==> config.mk <==
export PLATFORM = sky130hd
export DESIGN_NAME = frame_buffer_scheduler_flat
export DESIGN_NICKNAME = d
export VERILOG_FILES = /design/src/rtl/frame_buffer_scheduler_pkg.sv /design/src/rtl/frame_buffer_scheduler_if.sv /design/src/rtl/frame_buffer_scheduler_pick.sv /design/src/rtl/frame_buffer_scheduler.sv /design/src/flat_wrapper.sv
export SDC_FILE = /design/constraint.sdc
export NUM_CORES = 1
export LEC_CHECK = 0
export BUFFER_PORTS_ARGS = -buffer_cell sky130_fd_sc_hd__buf_2
export CORE_UTILIZATION = 30
export DETAILED_ROUTE_END_ITERATION = 10
export GPL_ROUTABILITY_DRIVEN = 0
export PLACE_DENSITY = 0.66
export SLEW_MARGIN = 15
export SYNTH_ARGS = -nofsm -noshare
export SYNTH_HDL_FRONTEND = slang
export SYNTH_HIERARCHICAL = 1
export SYNTH_SLANG_ARGS = --single-unit
==> constraint.sdc <==
create_clock -name clk -period 4.66 [get_ports clk]
set_input_delay 0.932 -clock clk [delete_from_list [all_inputs] [get_ports clk]]
set_output_delay 0.932 -clock clk [all_outputs]
set_load 0.005 [all_outputs]
==> src/rtl/frame_buffer_scheduler_pkg.sv <==
// Shared types and constants for the frame buffer scheduler.
package fb_sched_pkg;

  typedef enum logic [1:0] {
    FREE    = 2'b00,
    WRITING = 2'b01,
    READY   = 2'b10,
    READING = 2'b11
  } buf_state_t;

  localparam int unsigned MAX_NBUF = 4;
  localparam int unsigned IDX_W    = 2;

  localparam logic [31:0] DEF_BASE_ADDR    = 32'h1000_0000;
  localparam logic [31:0] DEF_FRAME_STRIDE = 32'h0020_0000;

endpackage

==> src/rtl/frame_buffer_scheduler_if.sv <==
// Writer/reader handshake and status bundle of the frame buffer scheduler.
interface frame_buffer_scheduler_if #(
  parameter int unsigned AW = 32
);
  logic          enable_i;
  logic          wr_start_i;
  logic          wr_done_i;
  logic          wr_valid_o;
  logic [1:0]    wr_idx_o;
  logic [AW-1:0] wr_addr_o;
  logic          rd_req_i;
  logic          rd_valid_o;
  logic [1:0]    rd_idx_o;
  logic [AW-1:0] rd_addr_o;
  logic          rd_new_o;
  logic [15:0]   drop_cnt_o;
  logic [15:0]   repeat_cnt_o;
  logic [15:0]   abort_cnt_o;

  modport slave (
    input  enable_i, wr_start_i, wr_done_i, rd_req_i,
    output wr_valid_o, wr_idx_o, wr_addr_o,
    output rd_valid_o, rd_idx_o, rd_addr_o, rd_new_o,
    output drop_cnt_o, repeat_cnt_o, abort_cnt_o
  );

  modport master (
    output enable_i, wr_start_i, wr_done_i, rd_req_i,
    input  wr_valid_o, wr_idx_o, wr_addr_o,
    input  rd_valid_o, rd_idx_o, rd_addr_o, rd_new_o,
    input  drop_cnt_o, repeat_cnt_o, abort_cnt_o
  );
endinterface

==> src/rtl/frame_buffer_scheduler_pick.sv <==
// Lowest-index search for buffers in a given state.
module fb_sched_pick
  import fb_sched_pkg::*;
#(
  parameter int unsigned NBUF = 3,
  parameter buf_state_t  WANT = FREE
) (
  input  buf_state_t [NBUF-1:0] state_i,
  output logic                  found_o,
  output logic [IDX_W-1:0]      idx_o
);

  always_comb begin
    found_o = 1'b0;
    idx_o   = '0;
    for (int unsigned i = 0; i < NBUF; i++) begin
      if (!found_o && state_i[i] == WANT) begin
        found_o = 1'b1;
        idx_o   = IDX_W'(i);
      end
    end
  end

endmodule

==> src/rtl/frame_buffer_scheduler.sv <==
// Frame buffer pool scheduler between one capture writer and one reader.
// Define FRAME_BUFFER_SCHEDULER_STATS_EN to build the drop/repeat/abort counters.
module frame_buffer_scheduler
  import fb_sched_pkg::*;
#(
  parameter int unsigned   NBUF         = 3,
  parameter int unsigned   AW           = 32,
  parameter logic [AW-1:0] BASE_ADDR    = AW'(DEF_BASE_ADDR),
  parameter logic [AW-1:0] FRAME_STRIDE = AW'(DEF_FRAME_STRIDE)
) (
  input logic               clk,
  input logic               rstn,
  frame_buffer_scheduler_if.slave bus
);

  buf_state_t [NBUF-1:0] st_q, st_a, st_b, st_d;
  logic                  wr_valid_q, wr_valid_d, rd_valid_q, rd_valid_d;
  logic                  rd_new_q, rd_new_d;
  logic [IDX_W-1:0]      wr_idx_q, wr_idx_d, rd_idx_q, rd_idx_d;
  logic [AW-1:0]         wr_addr_q, wr_addr_d, rd_addr_q, rd_addr_d;

  logic             wing_f, rdy0_f, free_f, rdy1_f, rding_f;
  logic [IDX_W-1:0] wing_i, rdy0_i, free_i, rdy1_i, rding_i;
  logic             steal, ready_b;

  fb_sched_pick #(.NBUF(NBUF), .WANT(WRITING)) u_pick_wr   (.state_i(st_q), .found_o(wing_f),  .idx_o(wing_i));
  fb_sched_pick #(.NBUF(NBUF), .WANT(READY))   u_pick_rdy0 (.state_i(st_q), .found_o(rdy0_f),  .idx_o(rdy0_i));
  fb_sched_pick #(.NBUF(NBUF), .WANT(READING)) u_pick_rd   (.state_i(st_q), .found_o(rding_f), .idx_o(rding_i));
  fb_sched_pick #(.NBUF(NBUF), .WANT(FREE))    u_pick_free (.state_i(st_a), .found_o(free_f),  .idx_o(free_i));
  fb_sched_pick #(.NBUF(NBUF), .WANT(READY))   u_pick_rdy1 (.state_i(st_a), .found_o(rdy1_f),  .idx_o(rdy1_i));

  // Events are resolved as a chain of intermediate vectors (done/abort, then
  // allocation, then read) so the later stages see the earlier stages' result.
  always_comb begin
    st_a = st_q;
    for (int unsigned i = 0; i < NBUF; i++) begin
      if (bus.wr_done_i && wing_f) begin
        if (rdy0_f && IDX_W'(i) == rdy0_i) st_a[i] = FREE;
        if (IDX_W'(i) == wing_i)           st_a[i] = READY;
      end else if (bus.wr_start_i && wing_f && IDX_W'(i) == wing_i) begin
        st_a[i] = FREE;
      end
    end
  end

  assign steal   = bus.wr_start_i && !free_f && rdy1_f;
  assign ready_b = rdy1_f && !steal;

  always_comb begin
    st_b       = st_a;
    wr_valid_d = wr_valid_q;
    wr_idx_d   = wr_idx_q;
    if (bus.wr_done_i && wing_f) wr_valid_d = 1'b0;
    if (bus.wr_start_i) begin
      if (free_f || rdy1_f) begin
        wr_idx_d   = free_f ? free_i : rdy1_i;
        wr_valid_d = 1'b1;
        for (int unsigned i = 0; i < NBUF; i++)
          if (IDX_W'(i) == wr_idx_d) st_b[i] = WRITING;
      end else begin
        wr_valid_d = 1'b0;
      end
    end
  end

  always_comb begin
    st_d       = st_b;
    rd_valid_d = rd_valid_q;
    rd_idx_d   = rd_idx_q;
    rd_new_d   = 1'b0;
    if (bus.rd_req_i && ready_b) begin
      for (int unsigned i = 0; i < NBUF; i++) begin
        if (rding_f && IDX_W'(i) == rding_i) st_d[i] = FREE;
        if (IDX_W'(i) == rdy1_i)             st_d[i] = READING;
      end
      rd_idx_d   = rdy1_i;
      rd_valid_d = 1'b1;
      rd_new_d   = 1'b1;
    end
  end

  assign wr_addr_d = BASE_ADDR + AW'(wr_idx_d) * FRAME_STRIDE;
  assign rd_addr_d = BASE_ADDR + AW'(rd_idx_d) * FRAME_STRIDE;

  always_ff @(posedge clk) begin
    if (!rstn || !bus.enable_i) begin
      for (int unsigned i = 0; i < NBUF; i++) st_q[i] <= FREE;
      wr_valid_q <= 1'b0;
      rd_valid_q <= 1'b0;
      rd_new_q   <= 1'b0;
      wr_idx_q   <= '0;
      rd_idx_q   <= '0;
      wr_addr_q  <= BASE_ADDR;
      rd_addr_q  <= BASE_ADDR;
    end else begin
      st_q       <= st_d;
      wr_valid_q <= wr_valid_d;
      rd_valid_q <= rd_valid_d;
      rd_new_q   <= rd_new_d;
      wr_idx_q   <= wr_idx_d;
      rd_idx_q   <= rd_idx_d;
      wr_addr_q  <= wr_addr_d;
      rd_addr_q  <= rd_addr_d;
    end
  end

  assign bus.wr_valid_o = wr_valid_q;
  assign bus.wr_idx_o   = wr_idx_q;
  assign bus.wr_addr_o  = wr_addr_q;
  assign bus.rd_valid_o = rd_valid_q;
  assign bus.rd_idx_o   = rd_idx_q;
  assign bus.rd_addr_o  = rd_addr_q;
  assign bus.rd_new_o   = rd_new_q;

`ifdef FRAME_BUFFER_SCHEDULER_STATS_EN
  logic [15:0] drop_q, repeat_q, abort_q;
  logic        drop_ev, repeat_ev, abort_ev;

  assign drop_ev   = (bus.wr_done_i && wing_f && rdy0_f) || steal;
  assign abort_ev  = bus.wr_start_i && !bus.wr_done_i && wing_f;
  assign repeat_ev = bus.rd_req_i && !ready_b && rd_valid_q;

  always_ff @(posedge clk) begin
    if (!rstn || !bus.enable_i) begin
      drop_q   <= '0;
      repeat_q <= '0;
      abort_q  <= '0;
    end else begin
      if (drop_ev   && drop_q   != '1) drop_q   <= drop_q + 16'd1;
      if (repeat_ev && repeat_q != '1) repeat_q <= repeat_q + 16'd1;
      if (abort_ev  && abort_q  != '1) abort_q  <= abort_q + 16'd1;
    end
  end

  assign bus.drop_cnt_o   = drop_q;
  assign bus.repeat_cnt_o = repeat_q;
  assign bus.abort_cnt_o  = abort_q;
`else
  assign bus.drop_cnt_o   = '0;
  assign bus.repeat_cnt_o = '0;
  assign bus.abort_cnt_o  = '0;
`endif

endmodule

==> src/flat_wrapper.sv <==
// flat-port wrapper written by rule: the top's interface ports become plain ports
module frame_buffer_scheduler_flat import fb_sched_pkg::*;
#(
  parameter int unsigned   NBUF         = 3,
  parameter int unsigned   AW           = 32,
  parameter logic [AW-1:0] BASE_ADDR    = AW'(DEF_BASE_ADDR),
  parameter logic [AW-1:0] FRAME_STRIDE = AW'(DEF_FRAME_STRIDE)
)
  (clk, rstn, bus_enable_i, bus_wr_start_i, bus_wr_done_i, bus_rd_req_i, bus_wr_valid_o, bus_wr_idx_o, bus_wr_addr_o, bus_rd_valid_o, bus_rd_idx_o, bus_rd_addr_o, bus_rd_new_o, bus_drop_cnt_o, bus_repeat_cnt_o, bus_abort_cnt_o);
  frame_buffer_scheduler_if #(.AW(AW)) bus_i ();
  input logic clk;
  input logic rstn;
  input wire logic [$bits(bus_i.enable_i)-1:0] bus_enable_i;
  input wire logic [$bits(bus_i.wr_start_i)-1:0] bus_wr_start_i;
  input wire logic [$bits(bus_i.wr_done_i)-1:0] bus_wr_done_i;
  input wire logic [$bits(bus_i.rd_req_i)-1:0] bus_rd_req_i;
  output wire logic [$bits(bus_i.wr_valid_o)-1:0] bus_wr_valid_o;
  output wire logic [$bits(bus_i.wr_idx_o)-1:0] bus_wr_idx_o;
  output wire logic [$bits(bus_i.wr_addr_o)-1:0] bus_wr_addr_o;
  output wire logic [$bits(bus_i.rd_valid_o)-1:0] bus_rd_valid_o;
  output wire logic [$bits(bus_i.rd_idx_o)-1:0] bus_rd_idx_o;
  output wire logic [$bits(bus_i.rd_addr_o)-1:0] bus_rd_addr_o;
  output wire logic [$bits(bus_i.rd_new_o)-1:0] bus_rd_new_o;
  output wire logic [$bits(bus_i.drop_cnt_o)-1:0] bus_drop_cnt_o;
  output wire logic [$bits(bus_i.repeat_cnt_o)-1:0] bus_repeat_cnt_o;
  output wire logic [$bits(bus_i.abort_cnt_o)-1:0] bus_abort_cnt_o;
  assign bus_i.enable_i = bus_enable_i;
  assign bus_i.wr_start_i = bus_wr_start_i;
  assign bus_i.wr_done_i = bus_wr_done_i;
  assign bus_i.rd_req_i = bus_rd_req_i;
  assign bus_wr_valid_o = bus_i.wr_valid_o;
  assign bus_wr_idx_o = bus_i.wr_idx_o;
  assign bus_wr_addr_o = bus_i.wr_addr_o;
  assign bus_rd_valid_o = bus_i.rd_valid_o;
  assign bus_rd_idx_o = bus_i.rd_idx_o;
  assign bus_rd_addr_o = bus_i.rd_addr_o;
  assign bus_rd_new_o = bus_i.rd_new_o;
  assign bus_drop_cnt_o = bus_i.drop_cnt_o;
  assign bus_repeat_cnt_o = bus_i.repeat_cnt_o;
  assign bus_abort_cnt_o = bus_i.abort_cnt_o;
  frame_buffer_scheduler #(.NBUF(NBUF), .AW(AW), .BASE_ADDR(BASE_ADDR), .FRAME_STRIDE(FRAME_STRIDE)) u_core (.clk(clk), .rstn(rstn), .bus(bus_i));
endmodule
==> impl_metrics.tcl, run 1 <==
set metrics [dict create \
    outcome "completed" \
    worstPathRequired_ps 4800 \
    drc_errors 0 \
    htreeDepth 1 \
    start_util 0.309 \
    cts_buffers 3 \
    nets 257 \
    grt_pass1_vias 890 \
    finClkSkew_ps 0.575 \
    portBuffers 16 \
    finalCritPeriodShare 0.645 \
    pwr_density_cell_nw_per_um2 173 \
    max_freq_ghz 0.333 \
    drtIter0Drc 76 \
    fin_cells 325 \
    tightest_slew_ps 542 \
    fill_cells 677 \
    grt_start_max_net_pins 13 \
    antenna_found_initial 0 \
    register_area_um2 260 \
    rsz0062_at_grt "false" \
    yosys_warnings 6 \
    whs_ps 469 \
    syn-cell-area_um2 1820 \
    ant_nets 0 \
    syn_area_per_cell_um2 7.68 \
    cts_setup_buffers 0 \
    core-area_um2 5890 \
    ys_ff_latch 13 \
    grt_pass1_wl_mm 4.11 \
    fin_crit_ps 3010 \
    min_path_type "reg -> reg" \
    clock_latency_ps 240 \
    yosysSeqAreaShare 0.143 \
    die_y_um 79.9 \
    hpwl_mm 2.22 \
    multi_input_area_um2 1110 \
    grt_usage 0.0814 \
    cts.sinks 13 \
    ys.flop_type "dfxtp_1" \
    ios 125 \
    async_reset_ff_frac 0 \
    drt-vias-per-instance 3.81 \
    crit_path_end_kind "flip-flop" \
    worstPathArrival_ps 3140 \
    cts_hold_buffers 0 \
    maxSlewHeadroom 0.635 \
    grt_remaining_overflow 0 \
    diodes 0 \
    cp-start-kind "flip-flop" \
    fp.dieArea_um2 6380 \
    ir_worst_vdd_v 0.000126 \
    hold_violations 0 \
    setup_violations 0 \
    finalSetupTns_ps 0 \
    cts_tree "built" \
    drt_wl_total_mm 2.73 \
    area_growth_pct -12.5 \
    crit_fanout 8 \
    criticalPathCategory "reg -> reg" \
    root_buffer "clkbuf_8" \
    num_vias 1239 \
    synth.distinct_cells 40 \
    synth_edf_count 0 \
    cap_violations 0 \
    drive_gt1_frac 0.112 \
    leakagePower_nw 0.832 \
    syn_inst 237 \
    fp.dieW_um 79.9 \
    rows 28 \
    postCtsResizedCells 0 \
    slew_viol_final 0 \
    clk_pin_slew_ps 50 \
    dp.cells 321 \
    clockBufferDepth 2 \
    wire_per_inst_um 8.39 \
    drt-pass1-iter-count 4 \
]
worst max-delay path: stages, from the launching register on:
cell and delay [ps]:
dfxtp_1 430, and2b_1 230, nor3b_2 230, or2_1 180
o21ai_0 90, a22oi_1 410, o22ai_2 160, o21bai_1 310
nand4bb_1 390, a21boi_4 240, nor3b_2 60, a22o_1 180
placed cells by master, fill, tap and decap left out, drive strengths merged, types with 2 or more instances in the layout:
master and count:
nor3 4, nand2 8, nor2 17, o221a 3
conb 108, dfxtp 13, nand4b 2, clkbuf 4
and2 3, nand3b 2, nand3 5, mux2i 3
inv 2, nor3b 6, nand2b 14, o21ai 10
buf 16, nor2b 3, nand4 3, a22oi 2
and2b 3, a21oi 4, and3b 2, o22ai 2
Yosys cell counts (2+ instances only):
cell,n,area share
conb_1,2,0.0041
nor2_1,16,0.033
o221a_1,3,0.019
nand4b_1,2,0.0096
and2b_1,3,0.012
mux2i_1,2,0.011
and2_1,3,0.010
nand3_1,5,0.014
o21ai_1,3,0.0082
o21ai_0,7,0.019
nor2b_1,3,0.010
nor3_1,4,0.011
and3b_1,2,0.0096
nand2b_1,14,0.048
a21oi_1,4,0.011
nand3b_1,2,0.0082
buf_4,112,0.46
a22oi_1,2,0.0082
nand4_1,3,0.010
inv_1,2,0.0041
nand2_1,8,0.016
dfxtp_1,13,0.14
nor3b_2,5,0.034
layer usage:
layer  up-vias  share of wire  GRT usage
met5         -              0          0
met4         0         0.0066     0.0268
met3         2          0.070     0.0114
met2        73           0.48      0.136
met1       565           0.45      0.107
li1        599              -          -
flip-flops by register name, indices dropped and copies added, names as in the netlist:
name / flops
u_core/bus.rd_valid_o: 1
u_core/bus.wr_addr_o: 2
u_core/bus.rd_idx_o: 2
u_core/bus.wr_valid_o: 1
u_core/st_q: 6
u_core/bus.rd_new_o: 1
stage by stage:
step | power, mW | cell area [µm²] | setup slack, ps | util
after floorplan | 0.231 | 2220 | 1970 | -
after global placement | 0.175 | 1550 | 1620 | 0.263
after detailed placement | 0.175 | 1550 | 1540 | 0.263
after CTS | 0.277 | 1590 | 1700 | 0.271
after global routing | 0.295 | 1590 | 1360 | 0.271
final | 0.276 | 1590 | 1650 | 0.271
kinds of logic (layout without fill, tap and decap cells):
family	after synthesis	after routing	synth area share
flops	13	13	0.143
mux	3	3	0.0186
other cells	2	108	0.00413
buf+inv	115	22	0.468
simple gates	75	75	0.248
compound gates	29	29	0.118
final cells by class:
type,count,area share
multi-input cells,215,0.694
flip-flops and latches,13,0.163
well taps,75,0.0589
repair buffers,16,0.0503
clock buffers,4,0.0283
inverters,2,0.00471
power breakdown:
part           total, mW  internal [mW]  leakage (nW)  switching (mW)
Clock              0.101         0.0604        0.0228          0.0404
Sequential         0.116          0.114         0.105         0.00243
Combinational     0.0587         0.0156         0.704          0.0431
final timing paths:
path | cells after the start | to | start | slack (ps)
worst max-delay path | 11 | u_core/st_q[1] | u_core/st_q[1] | 1650
worst min-delay path | 2 | u_core/bus.rd_valid_o | u_core/bus.rd_valid_o | 470
worst max register to register | 11 | u_core/st_q[1] | u_core/st_q[1] | 1650
worst min register to register | 2 | u_core/bus.rd_valid_o | u_core/bus.rd_valid_o | 470
Power figures use the tool's default switching activity.
==> run 2: changes to the inputs <==
- ABC_AREA: unset -> 1
- PLACE_DENSITY: 0.66 -> 0.68
- clock period: 4.66 -> 2.5 ns (I/O delays scaled with it)
==> run 2 against run 1 <==
Sequential power is 100% higher; critical endpoint is now u_core/st_q[3]; critical path depth is 8 higher; count of clock-buffer cells in the layout stayed put; register-to-register slack got worse by 1600 ps; largest power group is now combinational cells; via count up 26%; largest cell class unchanged.
==> impl_metrics.tcl, run 2 <==
set metrics [dict create \
    outcome "completed" \
    pwr_density_cell_nw_per_um2 421 \
    cts.sinks 13 \
    hpwl_mm 2.51 \
    grt_remaining_overflow 0 \
    root_buffer "clkbuf_8" \
    yosysSeqAreaShare 0.137 \
    synth.distinct_cells 22 \
    whs_ps 479 \
    cap_violations 0 \
    start_util 0.315 \
    finClkSkew_ps 0.687 \
    portBuffers 16 \
    finalCoreUtilization 0.315 \
    clk_pin_slew_ps 60 \
    cp-start-kind "flip-flop" \
    grt_pass1_vias 1068 \
    grt_pass1_wl_mm 4.51 \
    setup_slack_ps 36.9 \
    drtIter0Drc 166 \
    final_common_cell "conb_1" \
    crit_fanout 8 \
    stdcell_area_um2 1900 \
    ios 125 \
    grt_usage 0.0839 \
    cts_hold_buffers 0 \
    async_reset_ff_frac 0 \
    yosys-top-cells-area "buf_4, dfxtp_1, nand2_1" \
    wire_per_inst_um 8.51 \
    yosys-top-cells-count "buf_4, nand2_1, inv_1, nor2_1, nand3_1" \
    nets 334 \
    rows 28 \
    slew_viol_final 0 \
    ys_ff_latch 13 \
    worstPathArrival_ps 2570 \
    core-area_um2 6030 \
    cts_tree "built" \
    drc_errors 0 \
    grt_start_max_net_pins 14 \
    fp.dieArea_um2 6660 \
    area_growth_pct -0.263 \
    ir_worst_vdd_v 0.000177 \
    syn-cell-area_um2 1900 \
    ant_nets 0 \
    setup_violations 0 \
    cts_buffers 3 \
    dp_slack_ps 46.3 \
    hold_violations 0 \
    drt-pass1-iter-count 5 \
    die_y_um 81.6 \
    yosysMostFrequentCell "buf_4" \
    fp.dieW_um 81.6 \
    layout_common_cells "conb_1, nand2_1, inv_1" \
    ys.flop_type "dfxtp_1" \
    antenna_found_initial 0 \
    min_path_type "reg -> reg" \
    leakagePower_nw 1.06 \
    yosys_warnings 6 \
    synth_top_cell_area_share 0.442 \
    largest_reg_flops 6 \
    fill_cells 657 \
    drt_wl_total_mm 3.42 \
    drt-vias-per-instance 3.88 \
    synth_edf_count 0 \
    htreeDepth 1 \
    clockBufferDepth 2 \
    yosysTopAreaCell "buf_4" \
    crit_path_end_kind "flip-flop" \
    criticalPathCategory "reg -> reg" \
    finalCritPeriodShare 0.985 \
    clock_latency_ps 240 \
    max_freq_ghz 0.406 \
    worstPathRequired_ps 2610 \
    largest-register "u_core/st_q" \
    syn_area_per_cell_um2 6.31 \
    p_total_mw 0.797 \
    drive_gt1_frac 0.278 \
    syn_inst 301 \
    fin_crit_ps 2460 \
    diodes 0 \
    num_vias 1560 \
    placed_area_um2 1690 \
]
-- run 2: cell types whose count changed after synthesis, moves of 8 or more --
cell,delta
nand2_1,+48
nand2_2,+11
nor2_2,+8
nor2_1,+8
nand3_1,+15
inv_1,+25
nand2b_1,-14
-- run 2: report_power, final --
group          leakage, nW  total [mW]  internal (mW)  switching, mW
Sequential           0.108       0.237          0.223         0.0142
Combinational        0.924       0.371          0.124          0.247
Clock               0.0228       0.189          0.112         0.0770
Total                 1.06       0.797          0.459          0.338
-- run 2: worst max-delay path: stages (launching register included) --
cell and delay, ps:
dfxtp_4 380, nand2_2 110, nand2_4 60, nor2_4 140, inv_2 60, nor2_1 140, nand2_1 90, nand2_1 80
nand2_1 80, nand2_2 80, inv_2 40, or2_4 240, nand3_4 80, inv_4 50, a21oi_4 310, nand3_2 130
nand2_2 80, nor2_1 50, nor2_1 90, nor2_1 40
-- run 2: routing by layer --
| metal | vias to the layer above | track usage | wire [µm] |
|---|---|---|---|
| li1 | 750 | - | - |
| met4 | 0 | 0.0404 | 115 |
| met3 | 12 | 0.00333 | 261 |
| met5 | - | 0 | 0 |
| met1 | 679 | 0.112 | 1320 |
| met2 | 119 | 0.138 | 1730 |
-- run 2: stage by stage --
stage	setup TNS [ps]	instances
floorplan	0	407
global placement	0	393
detailed placement	0	393
CTS	0	397
global route	-695	402
finish	0	402
-- run 2: worst paths after layout --
path,startpoint,depth (start not counted),to,slack (ps)
hold reg to reg,u_core/bus.rd_valid_o,2,u_core/bus.rd_valid_o,480
setup / recovery,u_core/st_q[0],19,u_core/st_q[3],40
hold / removal,u_core/bus.rd_valid_o,2,u_core/bus.rd_valid_o,480
setup reg to reg,u_core/st_q[0],19,u_core/st_q[3],40
-- run 2: kinds of logic after synthesis --
family                 share of synthesized area
buffers and inverters                      0.510
and+or+nand+nor                            0.305
DFF                                        0.137
AOI/OAI and AO/OA                         0.0448
other                                    0.00395
-- run 2: timing repair --
action / in CTS / in global routing
endpoints found under the hold margin: 0 / 0
setup endpoints to repair: 0 / 11
resized for setup: 0 / 40
setup buffers: 0 / 5
-- run 2: area by class of cell --
cell class | instances | area, µm² | area share
Inverter | 33 | 126 | 0.0667
Tap cell | 75 | 93.8 | 0.0495
Sequential cell | 13 | 269 | 0.142
Clock buffer | 4 | 45.0 | 0.0238
Timing Repair Buffer | 29 | 178 | 0.0937
Multi-Input combinational cell | 248 | 1180 | 0.624
==> run 3: changes to the inputs <==
- PLACE_DENSITY: 0.68 -> 0.65
- clock period: 2.5 -> 2.9 ns (I/O delays scaled with it)
==> run 3 against run 2 <==
Register-to-register slack better by 260 ps; sequential power shrank 14%; worst setup slack better by 260 ps; via count shrank 7.8%; worst hold slack got worse by 8.6 ps; non-clock buffer count down 11; clock power decreased by 12%.
==> impl_metrics.tcl, run 3 (synthesized netlist as in run 2, its figures left out) <==
set metrics [dict create \
    outcome "completed" \
    cts.sinks 13 \
    p_sw_mw 0.257 \
    drtIter0Drc 109 \
    die_y_um 81.6 \
    largest-register "u_core/st_q" \
    grt_start_max_net_pins 14 \
    ant_nets 0 \
    dp_slack_ps 301 \
    clk_pin_slew_ps 60 \
    start_util 0.315 \
    tightest_slew_ps 518 \
    rsz0062_at_grt "false" \
    antenna_found_initial 0 \
    drt_wl_total_mm 3.03 \
    core-area_um2 6030 \
    fin_crit_ps 2600 \
    grt_pass1_wl_mm 4.17 \
    crit_fanout 9 \
    setup_slack_ps 298 \
    stdcell_area_um2 1690 \
    layout_common_cells "conb_1, nand2_1, inv_1" \
    pwr-share-seq 0.327 \
    rows 28 \
    num_vias 1438 \
    clkPwrFrac 0.269 \
    clockBufferDepth 2 \
    final_common_cell "conb_1" \
    worstPathArrival_ps 2720 \
    placed_area_um2 1640 \
    cap_violations 0 \
    ios 125 \
    fp.dieW_um 81.6 \
    diodes 0 \
    finalCritPeriodShare 0.897 \
    crit_path_frequent_cell "nand3_1" \
    fp.dieArea_um2 6660 \
    grt_usage 0.0822 \
    finalSetupTns_ps 0 \
    clock_latency_ps 250 \
    worstPathRequired_ps 3020 \
    portBuffers 16 \
    area_growth_pct -11.0 \
    cts_tree "built" \
    wire_per_inst_um 7.75 \
    drive_gt1_frac 0.161 \
    hold_violations 0 \
    crit_path_end_kind "flip-flop" \
    internal_power_mw 0.364 \
    combPwrFrac 0.404 \
    root_buffer "clkbuf_8" \
    drt-pass1-iter-count 4 \
    htreeDepth 1 \
    max_freq_ghz 0.384 \
    fill_cells 675 \
    cp_num_buf_inv 3 \
    criticalPathCategory "reg -> reg" \
    setup_violations 0 \
    leakagePower_nw 0.983 \
    path_cells "nand2_2, nand3_1, nand2_1, inv_1, nand3_1, nand2_1, inv_1, or2_1, nand3_1, inv_2, a21oi_4, nand3_1, nand2_1, nor2_1, nor2_1, nor2_1" \
    grt_pass1_vias 991 \
    p_total_mw 0.621 \
    cts_hold_buffers 0 \
    cp_slowest_cell "dfxtp_1" \
    slew_viol_final 0 \
    drt-vias-per-instance 3.68 \
    switching_share 0.414 \
    nets 323 \
    cp-start-kind "flip-flop" \
    hpwl_mm 2.53 \
    finClkSkew_ps 1.11 \
    min_path_type "reg -> reg" \
    maxSlewHeadroom 0.654 \
    cp_slowest_stage_delay_ps 480 \
    largest_reg_flops 6 \
    cts_buffers 3 \
    pwr_density_cell_nw_per_um2 367 \
    drc_errors 0 \
    crit_family "simple AND/OR/NAND/NOR gates" \
    ir_worst_vdd_v 0.000153 \
    grt_remaining_overflow 0 \
]
[run 3: cell count changes in the layout (fill, tap and decap cells not counted), moves of 2 or more]
cell     before  now
nand3_1      15   20
nor2_1       22   24
a21oi_1       3    5
nand2_1      46   56
nand2_2      18   11
dfxtp_2       4    0
nand3_2       4    0
dfxtp_1       8   13
buf_4        13    2
inv_1        23   27
nand2_4       3    0
inv_2         8    5
nor2_4        4    1
[run 3: power groups by stage]
stage | logic, mW | clock network, mW | registers, mW
floorplan | 0.307 | 0 | 0.207
global placement | 0.242 | 0 | 0.207
detailed placement | 0.246 | 0 | 0.206
CTS | 0.247 | 0.168 | 0.203
global route | 0.290 | 0.178 | 0.205
finish | 0.251 | 0.167 | 0.203
[run 3: worst register-to-register path: stages (launching register included)]
cell	delay, ps
dfxtp_1	480
nand2_2	100
nand3_1	100
nand2_1	170
inv_1	180
nand3_1	90
nand2_1	80
inv_1	50
or2_1	240
nand3_1	190
inv_2	110
a21oi_4	260
nand3_1	150
nand2_1	90
nor2_1	40
nor2_1	80
nor2_1	40
[run 3: final timing paths]
check	start	end	slack [ps]	cells after the start
setup / recovery	u_core/st_q[0]	u_core/st_q[3]	300	16
hold / removal	u_core/bus.rd_valid_o	u_core/bus.rd_valid_o	470	2
setup reg to reg	u_core/st_q[0]	u_core/st_q[3]	300	16
hold reg to reg	u_core/bus.rd_valid_o	u_core/bus.rd_valid_o	470	2
[run 3: through the flow]
stage	std cells	hold WS, ps	utilization
2_1_floorplan	407	465	-
3_3_place_gp	387	467	0.273
3_5_place_dp	387	467	0.273
4_1_cts	391	480	0.280
5_1_grt	391	507	0.281
6_report	391	470	0.281
[run 3: area by class of cell]
cell class / count / area, µm² / share of cell area
multi-input cells: 248 / 1070 / 0.635
repair buffers: 18 / 95.1 / 0.0562
inverters: 33 / 124 / 0.0732
well taps: 75 / 93.8 / 0.0555
clock buffers: 4 / 45.0 / 0.0266
flip-flops and latches: 13 / 260 / 0.154
[run 3: metal layers]
layer | GRT usage | routed length (µm)
met5 | 0 | 0
met4 | 0.0509 | 90
met3 | 0.00889 | 197
met2 | 0.146 | 1490
met1 | 0.0938 | 1250
[run 3: repair_timing]
action / in CTS / in global routing
setup endpoints to repair: 0 / 2
buffers inserted: 0 / 0
resized for setup: 0 / 1
